$ cat config.mk
export PLATFORM = sky130hd
export DESIGN_NAME = rgb_pwm_capture
export DESIGN_NICKNAME = d
export VERILOG_FILES = /design/src/rtl/pwm_capture.sv /design/src/rtl/rgb_pwm_capture.sv
export SDC_FILE = /design/constraint.sdc
export NUM_CORES = 1
export LEC_CHECK = 0
export BUFFER_PORTS_ARGS = -buffer_cell sky130_fd_sc_hd__buf_2
export CORE_MARGIN = 8
export CORE_UTILIZATION = 55
export DETAILED_ROUTE_END_ITERATION = 8
export PLACE_DENSITY = 0.76
export SYNTH_ARGS = -nofsm -noshare
export SYNTH_HDL_FRONTEND = slang
export SYNTH_SLANG_ARGS = --single-unit
export TNS_END_PERCENT = 50
$ cat constraint.sdc
create_clock -name clk -period 5.23 [get_ports clk]
set_input_delay 1.046 -clock clk [delete_from_list [all_inputs] [get_ports clk]]
set_output_delay 1.046 -clock clk [all_outputs]
set_load 0.02 [all_outputs]
$ cat src/rtl/pwm_capture.sv
// One PWM channel: synchronizes the pin, counts high cycles and rising edges
// over a window, and registers the decoded duty when the window closes.
module pwm_capture #(
  parameter int WIDTH = 8
) (
  input  logic             clk,
  input  logic             rst,
  input  logic             pwm_in,
  input  logic             win_end,
  output logic [WIDTH-1:0] intensity,
  output logic             err,
  output logic             full
);

  localparam int WIN_LEN = 1 << WIDTH;
  localparam int SAT     = WIN_LEN - 1;
  localparam logic [WIDTH:0]   FULL_CNT = (WIDTH+1)'(WIN_LEN);
  localparam logic [WIDTH-1:0] SAT_V    = WIDTH'(SAT);

  logic             sync1_q, sync1_d;
  logic             sync2_q, sync2_d;
  logic             prev_q, prev_d;
  logic [WIDTH:0]   hi_cnt_q, hi_cnt_d;
  logic [1:0]       edge_cnt_q, edge_cnt_d;
  logic [WIDTH-1:0] intensity_q, intensity_d;
  logic             err_q, err_d;
  logic             full_q, full_d;

  logic             rise;
  logic [WIDTH:0]   hi_total;
  logic [2:0]       edge_total;

  always_comb begin
    rise       = sync2_q & ~prev_q;
    hi_total   = hi_cnt_q + {{WIDTH{1'b0}}, sync2_q};
    edge_total = {1'b0, edge_cnt_q} + {2'b00, rise};

    sync1_d     = pwm_in;
    sync2_d     = sync1_q;
    prev_d      = sync2_q;
    hi_cnt_d    = hi_total;
    edge_cnt_d  = (edge_total >= 3'd2) ? 2'd2 : edge_total[1:0];
    intensity_d = intensity_q;
    err_d       = err_q;
    full_d      = full_q;

    // The closing cycle's own sample and edge belong to the window being reported.
    if (win_end) begin
      hi_cnt_d    = '0;
      edge_cnt_d  = '0;
      full_d      = (hi_total == FULL_CNT);
      intensity_d = full_d ? SAT_V : hi_total[WIDTH-1:0];
      err_d       = (edge_total >= 3'd2);
    end
  end

  always_ff @(posedge clk or negedge rst) begin
    if (!rst) begin
      sync1_q     <= 1'b0;
      sync2_q     <= 1'b0;
      prev_q      <= 1'b0;
      hi_cnt_q    <= '0;
      edge_cnt_q  <= '0;
      intensity_q <= '0;
      err_q       <= 1'b0;
      full_q      <= 1'b0;
    end else begin
      sync1_q     <= sync1_d;
      sync2_q     <= sync2_d;
      prev_q      <= prev_d;
      hi_cnt_q    <= hi_cnt_d;
      edge_cnt_q  <= edge_cnt_d;
      intensity_q <= intensity_d;
      err_q       <= err_d;
      full_q      <= full_d;
    end
  end

  assign intensity = intensity_q;
  assign err       = err_q;
  assign full      = full_q;

endmodule

$ cat src/rtl/rgb_pwm_capture.sv
// Three-channel PWM duty decoder: a shared free-running window counter drives
// three pwm_capture channels and a one-cycle sample_valid strobe.
module rgb_pwm_capture #(
  parameter int WIDTH = 8
) (
  input  logic             clk,
  input  logic             rst,
  input  logic             red_pwm,
  input  logic             green_pwm,
  input  logic             blue_pwm,
  output logic [WIDTH-1:0] red_intensity,
  output logic [WIDTH-1:0] green_intensity,
  output logic [WIDTH-1:0] blue_intensity,
  output logic             sample_valid,
  output logic             red_err,
  output logic             green_err,
  output logic             blue_err,
  output logic             red_full,
  output logic             green_full,
  output logic             blue_full
);

  localparam int WIN_LEN = 1 << WIDTH;
  localparam int SAT     = WIN_LEN - 1;
  localparam logic [WIDTH-1:0] SAT_V = WIDTH'(SAT);

  logic [WIDTH-1:0] win_cnt_q, win_cnt_d;
  logic             sample_valid_q, sample_valid_d;
  logic             win_end;

  // Phase-free decode: any full-length window of a periodic source holds exactly duty highs.
  always_comb begin
    win_end        = (win_cnt_q == SAT_V);
    win_cnt_d      = win_cnt_q + WIDTH'(1);
    sample_valid_d = win_end;
  end

  always_ff @(posedge clk or negedge rst) begin
    if (!rst) begin
      win_cnt_q      <= '0;
      sample_valid_q <= 1'b0;
    end else begin
      win_cnt_q      <= win_cnt_d;
      sample_valid_q <= sample_valid_d;
    end
  end

  assign sample_valid = sample_valid_q;

  pwm_capture #(.WIDTH(WIDTH)) u_red (
    .clk      (clk),
    .rst      (rst),
    .pwm_in   (red_pwm),
    .win_end  (win_end),
    .intensity(red_intensity),
    .err      (red_err),
    .full     (red_full)
  );

  pwm_capture #(.WIDTH(WIDTH)) u_green (
    .clk      (clk),
    .rst      (rst),
    .pwm_in   (green_pwm),
    .win_end  (win_end),
    .intensity(green_intensity),
    .err      (green_err),
    .full     (green_full)
  );

  pwm_capture #(.WIDTH(WIDTH)) u_blue (
    .clk      (clk),
    .rst      (rst),
    .pwm_in   (blue_pwm),
    .win_end  (win_end),
    .intensity(blue_intensity),
    .err      (blue_err),
    .full     (blue_full)
  );

endmodule

==> results by group <==
Clock tree
  – Clock Latency Late Sink: 340 ps
  – TritonCTS clock tree: yes
  – Post-cts gate resize count: 0
  – CTS Buf Count: 9
  – Postcts setup bufs: 0
  – CTS Sinks: 81
  – Hold buffer count at cts: 0
  – Clock Path Buffers: 2
  – Clk root buf: clkbuf_8
  – Htree depth: 3
  – Clk slew on worst S/H paths: 80 ps

GRT
  – Initial antenna violation count: 0
  – Gr usage total: 14.1%
  – Vias in the first global route: 2163
  – First-pass GRT wire length: approximately 10000 um
  – Gr ovfl total: 0
  – Largest net degree at the start of global routing: 82

Logic synthesis
  – Top_reg_cell synth: dfrtp_1
  – Synth cell types: 24
  – Area of the mapped netlist: between 3000 and 4000 sq um
  – Async set-or-reset flop fraction in the synthesized netlist: 100%
  – Syn Inst Count: 303
  – Synth Net Count: ~320
  – EDFF count, synth: 0
  – Dominant cell type by area after synthesis: dfrtp_1
  – Area contributors post-synth: dfrtp_1 (60%), nor2_1 (7.6%), xnor2_1 (4.7%)
  – Synth Warn #: 0
  – Average cell area after synthesis: 11.1 sq um
  – Synth top area share: 60.2%
  – Flops & latches, synth: 81
  – Seq/Total Area, Yosys: 60.2%

Place
  – Port bufs: 35
  – Placed cell areas: 3570 sq um
  – Cell Count Post-Placement: 401
  – Gpl congestion: 0.782
  – Place WS: 2340 ps
  – Post-DP HPWL: approximately 3800 um

Timing
  – Slew @ Worst Pin: 1010 ps
  – Relative slew slack: 32.8%
  – Highest clock rate: 350 MHz
  – Final slew viol count: 0
  – Tmin final: 2860 ps
  – Number of hold violations in the final report: 0
  – Period utilization: 54.6%
  – Setup TNS: 0 ps
  – Layout Skew: approximately 9 ps
  – Setup ws final: 2370 ps
  – RSZ-0062 raised after global routing: false
  – # setup viols final: 0

Pwr
  – Pleak: around 1.8 nW
  – Power Density: 411 nW/um^2
  – Worst vdd ir: roughly 0.23 mV

Finish
  – Fin nets: 352
  – Most frequent cells in the layout: dfrtp_1 (81), nor2_1 (68), buf_2 (34)
  – Final Non-Filler Cells: around 420
  – Post-layout util: between 60% and 70%
  – Most common cell after layout, fill and taps aside: dfrtp_1
  – Antenna cells: 0
  – Post-layout instance area: 3770 sq um
  – Layout area overhead: 12.0%
  – Ratio of cells with drive above 1 in the final layout: 16.7%

Outcome
  – Outcome: finished clean

Worst setup path
  – R2R Path Start: win_cnt_q[0]
  – Setup slack, reg-to-reg: 2370 ps
  – WS Path Type: flip-flop to flip-flop
  – Reg2reg path depth: 6
  – Slowest-stage cell, CP: inv_2
  – CP cell instances: ha_1 > nand2_1 > nor2_1 > nand3_1 > inv_2 > a31oi_1
  – Critical Path RT: approximately 5400 ps
  – CP endpoint kind: flip-flop
  – Startpoint types: flip-flop
  – CP max stage delay: 1020 ps
  – CP arrival: 3030 ps
  – Max FO, Critical Path: 67
  – R2r endpoint: u_green.intensity[4]

Die
  – Core Area: slightly below 6000 sq um
  – Die area: 8880 sq um
  – Die W: 94.3 um
  – Placement row count: 28
  – Die Y: 94.3 um
  – IO Count: 36
  – Starting density of the core: 56.9%

Detailed routing
  – Final wirelength: 5580 um
  – Pre-Repair DR Iteration Count: 4
  – Wire length per cell: approximately 13 um
  – Vias per cell: 5.25
  – DRT antenna net count: 0
  – Routed vias: 2185
  – 1st-iter DRT viols: 57
  – DRC: 0

Min path
  – WHS Endpoint: u_green.prev_d
  – Hold Path Origin: u_green.sync1_q
  – Worst Hold Depth: 0
  – Min-delay worst type: flip-flop to flip-flop

Job
  – Max Cap Violations: 0
## routing by layer
layer | global-route usage, % | wire, um | vias up | part of all wire [%]
li1 | - | - | 1095 | -
met1 | 17.8 | 2730 | 1044 | 49
met2 | 21.0 | 2400 | 35 | 43
met3 | 4.16 | 317 | 11 | 5.7
met4 | 7.93 | 126 | 0 | 2.3
met5 | 0 | 0 | - | 0
## registers in the layout (all words and copies together) (netlist names), 2 cells and up
name,cells
u_red.intensity,8
u_green.edge_cnt_q,2
win_cnt_q,8
u_green.hi_cnt_q,9
u_blue.edge_cnt_q,2
u_green.intensity,8
u_blue.hi_cnt_q,9
u_blue.intensity,8
u_red.edge_cnt_q,2
u_red.hi_cnt_q,9
## stage by stage
stage | hold slack [ps] | total power, mW
after floorplan | 331 | 1.02
after global placement | 334 | 1.09
after detailed placement | 335 | 1.10
after CTS | 354 | 1.57
after global routing | 359 | 1.64
final | 351 | 1.55
## cells by family (layout without fill, tap and decap cells)
group | count (synthesis) | after routing | share of synthesized area, %
AO/OA/AOI/OAI | 33 | 33 | 5.91
flip-flops | 81 | 81 | 60.2
adder cells (fa/ha/maj) | 10 | 10 | 3.71
AND/OR/NAND/NOR | 129 | 129 | 18.4
buffers and inverters | 14 | 52 | 2.38
multiplexers | 3 | 3 | 0.892
XOR/XNOR | 33 | 33 | 8.58
## worst max-delay path, delay by kind of cell (launching register included)
family          cells  cell delay, ps
simple gates        3             830
flops               1             390
fa+ha+maj           1             220
buf+inv             1            1020
compound gates      1             180
## final cells by class
class | instances | area (sq um)
multi-input combinational | 208 | 1260
tap | 75 | 93.8
clock buffer | 11 | 151
inverter | 2 | 7.51
fill | 486 | 2150
clock inverter | 4 | 52.6
sequential | 81 | 2030
timing repair buffer | 35 | 178
## how the worst max path moves through the flow
stage,from,end,slack [ps],cells past startpoint
finish,win_cnt_q[0],u_green.intensity[4],2370,6
global route,win_cnt_q[0],u_green.intensity[5],1940,7
CTS,win_cnt_q[0],u_blue.intensity[5],2320,6
detailed placement,win_cnt_q[0],u_blue.intensity[5],2340,6
global placement,win_cnt_q[0],u_red.intensity[7],2470,7
floorplan,u_blue.prev_d,u_blue.intensity[2],3320,8
## power breakdown
part / internal (mW) / switching, mW / total, mW
Sequential: 0.718 / 0.0839 / 0.802
Clock: 0.245 / 0.213 / 0.458
Combinational: 0.127 / 0.164 / 0.291
Total: 1.09 / 0.460 / 1.55
## synthesized netlist by cell type, types with 5 or more instances
master	n
dfrtp_1	81
xor2_1	15
ha_1	10
clkbuf_1	5
a21oi_1	6
xnor2_1	18
a31oi_1	18
and2_1	9
and4_4	6
nand2_1	14
nor2_1	68
nand3_1	17
o21ai_1	5
nand4_1	6
Power figures use the tool's default switching activity.
